<file path="src/rtl/instruction_fetch.sv">
// Fetch unit: owns the PC, issues instruction-memory reads and queues {instr, pc} for decode.
// Optional INSTR_FETCH_STATS_EN adds saturating FetchCount/FlushCount output ports.

module instruction_fetch_checker #(
  parameter int unsigned DEPTH = 4,
  parameter int unsigned CW    = 3
) (
  input logic          clk,
  input logic          rst_n,
  input logic          push,
  input logic          read_en,
  input logic          branch_taken,
  input logic [CW-1:0] count,
  input logic [CW:0]   occupancy
);
  localparam logic [CW-1:0] DEPTH_C = CW'(DEPTH);

  // A push into a full queue means the issue throttle is broken.
  assert property (@(posedge clk) disable iff (!rst_n) !(push && (count == DEPTH_C)));
  assert property (@(posedge clk) disable iff (!rst_n) occupancy <= {1'b0, DEPTH_C});
  assert property (@(posedge clk) disable iff (!rst_n) !(read_en && branch_taken));
endmodule

module instruction_fetch #(
  parameter logic [63:0] RESET_PC = 64'h0,
  parameter int unsigned DEPTH    = 4
) (
  input  logic        clk,
  input  logic        rst_n,
  output logic [63:0] ReadAddr,
  output logic        ReadEn,
  input  logic [31:0] Instruction,
  input  logic        BranchTaken,
  input  logic [63:0] BranchTarget,
  output logic        InstrValid,
  input  logic        InstrReady,
  output logic [31:0] InstrOut,
  output logic [63:0] InstrPC
`ifdef INSTR_FETCH_STATS_EN
  ,
  output logic [31:0] FetchCount,
  output logic [31:0] FlushCount
`endif
);

  localparam int unsigned   PW         = $clog2(DEPTH);
  localparam int unsigned   CW         = PW + 1;
  localparam logic [CW-1:0] DEPTH_C    = CW'(DEPTH);
  localparam logic [63:0]   PC_MASK    = ~64'h3;
  localparam logic [63:0]   RESET_PC_A = RESET_PC & PC_MASK;

  logic [63:0]   pc_q, pc_d;
  logic          inflight_q, inflight_d;
  logic [63:0]   inflight_pc_q, inflight_pc_d;
  logic [CW-1:0] count_q, count_d;
  logic [PW-1:0] rd_ptr_q, rd_ptr_d;
  logic [PW-1:0] wr_ptr_q, wr_ptr_d;
  logic [31:0]   instr_mem_q [DEPTH];
  logic [63:0]   pc_mem_q    [DEPTH];
  logic          valid_q, valid_d;
  logic [31:0]   out_instr_q, out_instr_d;
  logic [63:0]   out_pc_q, out_pc_d;
  logic [CW:0]   occupancy_s;
  logic          issue_s;
  logic          push_s;
  logic          pop_s;

  // Handshake decisions; a redirect suppresses issue, push and pop alike.
  always_comb begin
    occupancy_s = {1'b0, count_q} + {{CW{1'b0}}, inflight_q};
    if (rst_n && !BranchTaken && (occupancy_s < {1'b0, DEPTH_C})) begin
      issue_s = 1'b1;
    end else begin
      issue_s = 1'b0;
    end
    push_s = inflight_q && !BranchTaken;
    pop_s  = valid_q && InstrReady && !BranchTaken;
  end

  // PC, in-flight tracking and queue pointer/count next state.
  always_comb begin
    pc_d     = pc_q;
    count_d  = count_q;
    rd_ptr_d = rd_ptr_q;
    wr_ptr_d = wr_ptr_q;
    if (BranchTaken) begin
      pc_d     = BranchTarget & PC_MASK;
      count_d  = {CW{1'b0}};
      rd_ptr_d = {PW{1'b0}};
      wr_ptr_d = {PW{1'b0}};
    end else begin
      if (issue_s) begin
        pc_d = pc_q + 64'd4;
      end else begin
        pc_d = pc_q;
      end
      if (push_s) begin
        wr_ptr_d = wr_ptr_q + PW'(1);
      end else begin
        wr_ptr_d = wr_ptr_q;
      end
      if (pop_s) begin
        rd_ptr_d = rd_ptr_q + PW'(1);
      end else begin
        rd_ptr_d = rd_ptr_q;
      end
      case ({push_s, pop_s})
        2'b10:   count_d = count_q + CW'(1);
        2'b01:   count_d = count_q - CW'(1);
        default: count_d = count_q;
      endcase
    end
    inflight_d = issue_s;
    if (issue_s) begin
      inflight_pc_d = pc_q;
    end else begin
      inflight_pc_d = inflight_pc_q;
    end
  end

  // Head register: bypass the word being written when it becomes the new head.
  always_comb begin
    valid_d     = (count_d != {CW{1'b0}});
    out_instr_d = out_instr_q;
    out_pc_d    = out_pc_q;
    if (valid_d) begin
      if (push_s && (rd_ptr_d == wr_ptr_q)) begin
        out_instr_d = Instruction;
        out_pc_d    = inflight_pc_q;
      end else begin
        out_instr_d = instr_mem_q[rd_ptr_d];
        out_pc_d    = pc_mem_q[rd_ptr_d];
      end
    end else begin
      out_instr_d = out_instr_q;
      out_pc_d    = out_pc_q;
    end
  end

  // Control and head state registers.
  always_ff @(posedge clk or negedge rst_n) begin
    if (!rst_n) begin
      pc_q          <= RESET_PC_A;
      inflight_q    <= 1'b0;
      inflight_pc_q <= 64'h0;
      count_q       <= {CW{1'b0}};
      rd_ptr_q      <= {PW{1'b0}};
      wr_ptr_q      <= {PW{1'b0}};
      valid_q       <= 1'b0;
      out_instr_q   <= 32'h0;
      out_pc_q      <= 64'h0;
    end else begin
      pc_q          <= pc_d;
      inflight_q    <= inflight_d;
      inflight_pc_q <= inflight_pc_d;
      count_q       <= count_d;
      rd_ptr_q      <= rd_ptr_d;
      wr_ptr_q      <= wr_ptr_d;
      valid_q       <= valid_d;
      out_instr_q   <= out_instr_d;
      out_pc_q      <= out_pc_d;
    end
  end

  // Queue storage.
  always_ff @(posedge clk or negedge rst_n) begin
    if (!rst_n) begin
      for (int unsigned i = 0; i < DEPTH; i++) begin
        instr_mem_q[i] <= 32'h0;
        pc_mem_q[i]    <= 64'h0;
      end
    end else if (push_s) begin
      instr_mem_q[wr_ptr_q] <= Instruction;
      pc_mem_q[wr_ptr_q]    <= inflight_pc_q;
    end
  end

  assign ReadEn     = issue_s;
  assign ReadAddr   = pc_q;
  assign InstrValid = valid_q;
  assign InstrOut   = out_instr_q;
  assign InstrPC    = out_pc_q;

`ifdef INSTR_FETCH_STATS_EN
  logic [31:0] fetch_cnt_q, fetch_cnt_d;
  logic [31:0] flush_cnt_q, flush_cnt_d;

  // Saturating event counters.
  always_comb begin
    if (pop_s && (fetch_cnt_q != 32'hFFFF_FFFF)) begin
      fetch_cnt_d = fetch_cnt_q + 32'd1;
    end else begin
      fetch_cnt_d = fetch_cnt_q;
    end
    if (BranchTaken && (flush_cnt_q != 32'hFFFF_FFFF)) begin
      flush_cnt_d = flush_cnt_q + 32'd1;
    end else begin
      flush_cnt_d = flush_cnt_q;
    end
  end

  // Counter registers.
  always_ff @(posedge clk or negedge rst_n) begin
    if (!rst_n) begin
      fetch_cnt_q <= 32'h0;
      flush_cnt_q <= 32'h0;
    end else begin
      fetch_cnt_q <= fetch_cnt_d;
      flush_cnt_q <= flush_cnt_d;
    end
  end

  assign FetchCount = fetch_cnt_q;
  assign FlushCount = flush_cnt_q;
`endif

  instruction_fetch_checker #(
    .DEPTH (DEPTH),
    .CW    (CW)
  ) u_checker (
    .clk          (clk),
    .rst_n        (rst_n),
    .push         (push_s),
    .read_en      (issue_s),
    .branch_taken (BranchTaken),
    .count        (count_q),
    .occupancy    (occupancy_s)
  );

endmodule
</file>
<file path="config.mk">
export PLATFORM = sky130hd
export DESIGN_NAME = instruction_fetch
export DESIGN_NICKNAME = d
export VERILOG_FILES = /design/src/rtl/instruction_fetch.sv
export SDC_FILE = /design/constraint.sdc
export NUM_CORES = 1
export LEC_CHECK = 0
export BUFFER_PORTS_ARGS = -buffer_cell sky130_fd_sc_hd__buf_2
export CORE_MARGIN = 4
export CORE_UTILIZATION = 55
export CTS_CLUSTER_SIZE = 20
export DETAILED_ROUTE_END_ITERATION = 8
export PLACE_DENSITY = 0.75
export SETUP_SLACK_MARGIN = 0.05
export SLEW_MARGIN = 25
export SYNTH_ARGS = -nofsm -noshare
export SYNTH_HDL_FRONTEND = slang
export SYNTH_SLANG_ARGS = --single-unit
</file>
<file path="constraint.sdc">
create_clock -name clk -period 6 [get_ports clk]
set_input_delay 1.2 -clock clk [delete_from_list [all_inputs] [get_ports clk]]
set_output_delay 1.2 -clock clk [all_outputs]
set_load 0.02 [all_outputs]
</file>
==> impl_metrics.ini, run 1 <==
[detailed_routing]
wirelength_mm = 65.9
wire_per_inst_um = 21.2
met3WireLength_mm = 3.72
via_per_inst = 5.97
top_layer_used = met4
vias = 18500
antenna_left = 0
wl_met1_mm = 28.4
dr_wl_met2_mm = 32.4
drtPass1Iterations = 5
drc = 0
drtIter0Drc = 1394

[finish]
seq_area_um2 = 15100
n_antenna_cell = 0
syn_to_final_growth_pct = 14.4
drive_gt1_share_pct = 35.7
nets = 2504
fillCellCount = 3654
multi_input_area_um2 = 11300

[floorplanning]
start_util_pct = 56.0
core_area_um2 = 48100
die-area_um2 = 52700
die_w_um = 229
fp.dieH_um = 229
ios = 262
rows = 80

[sta]
hold_slack_ps = 499
setup_slack_ps = 1910
post-route-min-period_ps = 4090
tightest_slew_ps = 1090
rsz0062_at_grt = no
hold_viol = 0
setup_viol = 0
tns_ps = 0
maxSlewHeadroom_pct = 27.6
drv_slew = 0
post-route-period-util_pct = 68.2
max_freq_mhz = 244
fin_skew_ps = 18.9

[logic_synthesis]
synth_top_area_share_pct = 55.9
synth_area_um2 = 27000
synth_common_cells = 603 x dfrtp_1, 446 x nand2_1, 378 x mux2_2
syn_inst = 2204
yosysMostFrequentCell = dfrtp_1
synth_edf_count = 0
synth.area.top_cells = dfrtp_1 56%, mux2_2 16%, mux4_2 7.8%
yosys_warnings = 0
yosys.area.top_type = dfrtp_1
async_flop_share_pct = 100
yosysSeqAreaShare_pct = 55.9
synth-seq-cells = 603
ys.flop_type = dfrtp_1
postSynthAreaPerCell_um2 = 12.2
synth.distinct_cells = 55

[min_path]
min_path_cells = 1
holdPathEnd = pc_mem_q[69]$_DFFE_PN0P_
min_from = pc_mem_q[69]$_DFFE_PN0P_
min_path_type = register to register

[global_route]
grt_overflow = 0
grt_pass1_wl_mm = 107
grt_pass1_vias = 19300
grt_max_degree = 171
track_usage_pct = 25.1
antenna_found_initial = 0

[place]
gp_congestion = 0.880
port_buffers = 255
hpwlAfterDp_mm = 40.3
dp_slack_ps = 1780

[power]
switchingPower_mw = 3.70
ir_worst_vdd_mv = 0.249
power.density_nw_per_um2 = 393
p_int_mw = 8.42
pwr-share-seq_pct = 46.2
swShare_pct = 30.5
clockPowerShare_pct = 31.7
comb_power_share_pct = 22.1
p_leak_nw = 14.5

[worst_setup_path]
startpoint_type = primary input
cp.required_ps = 4800
cp_num_buf_inv = 3
worstPathCellList = buf_8 > nand3_4 > inv_2 > buf_2
worstSetupPathType = primary input to output port
critPathTopFamily = buffers and inverters
setup.worst_path.end_class = output port
reg2reg_to = InstrPC[49]$_DFFE_PN0P_
max_stage_delay_ps = 490
cp.arrival_ps = 2890
worst-r2r-cell-count = 12
critPathSlowestCell = inv_2
rr_startpoint = inflight_q$_DFF_PN0_
cp_max_fo = 67
rrSetupSlack_ps = 2670

[cts]
clock_latency_ps = 630
htreeDepth = 2
post_cts_buffers = 0
cts-resized-gates = 0
cts_buffers = 61
holdBufCountCts = 0
clkTransAtPathRegs_ps = 60
tritoncts = done
cts.sinks = 603
cts_max_path_buffers = 3
cts-root-buf = clkbuf_16

[run]
cap_violations = 0

[status]
status = complete, no violations
==> state kept, by name, indices dropped and copies added (netlist names) <==
signal         cells
InstrPC           62
rd_ptr_q           2
pc_mem_q         248
InstrOut          32
wr_ptr_q           2
inflight_pc_q     62
instr_mem_q      128
inflight_q         1
ReadAddr          62
count_q            3
InstrValid         1
==> worst register-to-register path, delay by kind of cell (launching register included) <==
kind,cells,cell delay [ps]
xor+xnor,1,150
fa+ha+maj,2,610
buf+inv,3,620
simple gates,4,1080
flops,1,430
compound gates,2,360
==> through the flow <==
step / utilization [%] / std cells / area, um^2 / power [mW]
global route: 64.1 / 3103 / 30900 / 12.7
global placement: 59.7 / 2988 / 28800 / 8.22
detailed placement: 59.7 / 2988 / 28800 / 8.37
CTS: 64.0 / 3101 / 30800 / 12.2
finish: 64.1 / 3103 / 30900 / 12.1
floorplan: - / 2207 / 27000 / 7.31
==> cells in the final DEF (no fill, tap or decap), types with 10 or more instances in the layout <==
| cell type | netlist | layout |
|---|---|---|
| a21oi_1 | 11 | 11 |
| a221o_1 | 11 | 11 |
| a31oi_1 | 106 | 106 |
| and3_1 | 20 | 19 |
| buf_2 | 18 | 253 |
| buf_4 | 19 | 19 |
| clkbuf_1 | 105 | 10 |
| clkbuf_16 | 0 | 61 |
| clkbuf_8 | 0 | 16 |
| clkinv_2 | 0 | 16 |
| dfrtp_1 | 603 | 603 |
| mux2_2 | 378 | 376 |
| mux4_2 | 94 | 94 |
| nand2_1 | 446 | 442 |
| nand3_1 | 36 | 34 |
| nand4_1 | 21 | 21 |
| nor2_1 | 123 | 123 |
| nor2b_1 | 12 | 12 |
| o211ai_1 | 13 | 13 |
| o21ai_0 | 51 | 51 |
==> how the worst max path moves through the flow <==
| stage | cells after the start | slack [ps] | endpoint | startpoint |
|---|---|---|---|---|
| after floorplan | 15 | 1490 | InstrOut[0]$_DFFE_PN0P_ | BranchTaken |
| after global placement | 13 | 1880 | InstrPC[52]$_DFFE_PN0P_ | BranchTaken |
| after detailed placement | 13 | 1780 | InstrOut[29]$_DFFE_PN0P_ | BranchTaken |
| after CTS | 4 | 1940 | ReadEn | rst_n |
| after global routing | 4 | 1780 | ReadEn | rst_n |
| final | 4 | 1910 | ReadEn | rst_n |
==> metal layers <==
| layer | up-vias | track usage (%) |
|---|---|---|
| li1 | 8264 | - |
| met1 | 9568 | 35.1 |
| met2 | 587 | 42.0 |
| met3 | 93 | 3.72 |
| met4 | 0 | 6.54 |
| met5 | - | 0 |
==> power by group through the flow <==
stage | registers, mW | logic, mW | clock network (mW)
after detailed placement | 5.66 | 2.71 | 0
final | 5.59 | 2.68 | 3.84
after global placement | 5.58 | 2.64 | 0
after global routing | 5.71 | 2.93 | 4.08
after CTS | 5.59 | 2.72 | 3.92
after floorplan | 5.90 | 1.40 | 0
==> layout make-up <==
cell class | count | area share [%]
Timing Repair Buffer | 283 | 5.20
Sequential cell | 603 | 48.9
Multi-Input combinational cell | 1439 | 36.5
Tap cell | 656 | 2.66
Clock inverter | 26 | 0.851
Inverter | 9 | 0.109
Clock buffer | 87 | 5.78
==> logic make-up (layout without fill, tap and decap cells) <==
logic type / count (synthesis) / count (layout) / synth area share (%)
and+or+nand+nor: 723 / 723 / 11.7
DFF: 603 / 603 / 55.9
muxes: 478 / 478 / 23.8
AOI/OAI and AO/OA: 220 / 220 / 5.25
buffers and inverters: 165 / 405 / 2.65
adders and majority gates: 7 / 7 / 0.352
xor gates and xnor gates: 7 / 7 / 0.227
other: 1 / 4 / 0.0139
No activity file was read; power rests on OpenSTA's default activity.
==> inputs of run 2 (changes only) <==
==> constraint.sdc (replaced) <==
create_clock -name clk -period 3.8 [get_ports clk]
set_input_delay 0.76 -clock clk [delete_from_list [all_inputs] [get_ports clk]]
set_output_delay 0.76 -clock clk [all_outputs]
set_load 0.02 [all_outputs]
==> impl_metrics.ini, run 2 (synthesis results as in run 1) <==
[detailed_routing]
met3WireLength_mm = 3.69
via_per_inst = 5.95
dr_wl_met2_mm = 32.8
wirelength_mm = 67.0
drc = 0
antenna_left = 0
top_layer_used = met4
drtIter0Drc = 1479
drtPass1Iterations = 5
wl_met1_mm = 29.1
wire_per_inst_um = 21.5
vias = 18500

[finish]
n_antenna_cell = 0
nets = 2520
stdcell_area_um2 = 31000
fillCellCount = 3670
top_register = pc_mem_q
drive_gt1_share_pct = 35.9
reg_top3 = pc_mem_q x248, instr_mem_q x128
syn_to_final_growth_pct = 15.0
largest_reg_flops = 248
layout_common_cells = 603 x dfrtp_1, 442 x nand2_1, 376 x mux2_2
final_common_cell = dfrtp_1

[sta]
hold_viol = 0
tns_ps = 0
drv_slew = 0
maxSlewHeadroom_pct = 37.5
post-route-min-period_ps = 3390
tightest_slew_ps = 937
max_freq_mhz = 295
post-route-period-util_pct = 89.1
fin_skew_ps = 33.3
rsz0062_at_grt = no
setup_viol = 0

[worst_setup_path]
startpoint_type = primary input
reg2reg_to = InstrPC[34]$_DFFE_PN0P_
max_stage_delay_ps = 570
critPathTopFamily = buffers and inverters
rr_startpoint = InstrValid$_DFF_PN0_
setup.worst_path.end_class = output port
worstSetupPathType = primary input to output port
cp.arrival_ps = 2630
cp_max_fo = 25
rrSetupSlack_ps = 660
critPathSlowestCell = dlygate4sd3_1
worst-r2r-cell-count = 11
worstPathCellList = dlygate4sd3_1 > buf_8 > nand3_4 > inv_2 > buf_2
cp.required_ps = 3040
cp_num_buf_inv = 4

[cts]
cts_max_path_buffers = 3
cts-resized-gates = 0
tritoncts = done
clock_latency_ps = 630
cts-root-buf = clkbuf_16
htreeDepth = 2
cts_buffers = 61
cts.sinks = 603
clkTransAtPathRegs_ps = 60

[min_path]
holdPathEnd = ReadAddr[19]$_DFFE_PN0P_
min_path_type = primary input to register
min_path_cells = 3
min_from = BranchTarget[19]

[floorplanning]
die-area_um2 = 52700
start_util_pct = 56.0
core_area_um2 = 48100
fp.dieH_um = 229
die_w_um = 229
ios = 262
rows = 80

[global_route]
track_usage_pct = 25.4
grt_pass1_wl_mm = 108
grt_pass1_vias = 19300
grt_overflow = 0
antenna_found_initial = 0
grt_max_degree = 194

[place]
hpwlAfterDp_mm = 41.6
gp_congestion = 0.881
post_dp_cell_area_um2 = 29000
port_buffers = 255

[status]
status = complete, no violations

[power]
power.density_nw_per_um2 = 618
p_leak_nw = 14.6
ir_worst_vdd_mv = 0.424

[run]
cap_violations = 0
==> run 2: worst max-delay path by stage <==
stage,cells after the start,endpoint,startpoint,slack (ps)
6_report,5,ReadEn,rst_n,410
5_1_grt,5,ReadEn,rst_n,330
4_1_cts,5,ReadEn,rst_n,420
3_5_place_dp,12,InstrOut[7]$_DFFE_PN0P_,InstrReady,230
3_3_place_gp,12,InstrOut[4]$_DFFE_PN0P_,InstrReady,410
2_1_floorplan,15,InstrOut[20]$_DFFE_PN0P_,BranchTaken,30
==> run 2: repair_timing <==
action                    CTS  global route
setup buffers               0             0
hold endpoints to repair   20             0
hold buffers                1             0
==> run 2: worst register-to-register path, cell delays in order, from the launching register on <==
cell and delay, ps:
dfrtp_1 420, and2_1 210, nor2b_1 140, ha_1 240, fa_1 400, xnor2_1 160
or3_1 330, a21oi_1 210, or3_4 400, buf_12 280, nor2_1 70, a31oi_1 210
==> run 2: metal layers <==
| layer | vias up | global-route usage [%] |
|---|---|---|
| li1 | 8278 | - |
| met1 | 9542 | 35.9 |
| met2 | 610 | 42.1 |
| met3 | 98 | 3.40 |
| met4 | 0 | 7.06 |
| met5 | - | 0 |
==> run 2: metrics by stage <==
stage	cells	hold WS, ps	setup WS, ps	total power [mW]	utilization, %
5_1_grt	3113	331	325	20.1	64.5
6_report	3113	338	415	19.2	64.5
2_1_floorplan	2207	464	26.4	11.5	-
4_1_cts	3112	302	423	19.3	64.4
3_5_place_dp	3004	487	235	13.2	60.2
3_3_place_gp	3004	481	407	13.0	60.2
==> run 2: cell type report <==
type | instances | area (um^2) | share of cell area [%]
flip-flops and latches | 603 | 15100 | 48.6
multi-input cells | 1439 | 11300 | 36.3
repair buffers | 299 | 1810 | 5.83
clock buffers | 81 | 1710 | 5.52
well taps | 656 | 821 | 2.64
clock inverters | 26 | 299 | 0.964
inverters | 9 | 33.8 | 0.109
==> run 2: power breakdown <==
| group | leakage, nW | internal [mW] | switching, mW |
|---|---|---|---|
| clock | 0.995 | 3.55 | 2.49 |
| combinational | 5.90 | 1.94 | 2.33 |
| sequential | 7.71 | 7.84 | 1.03 |
| total | 14.6 | 13.3 | 5.85 |
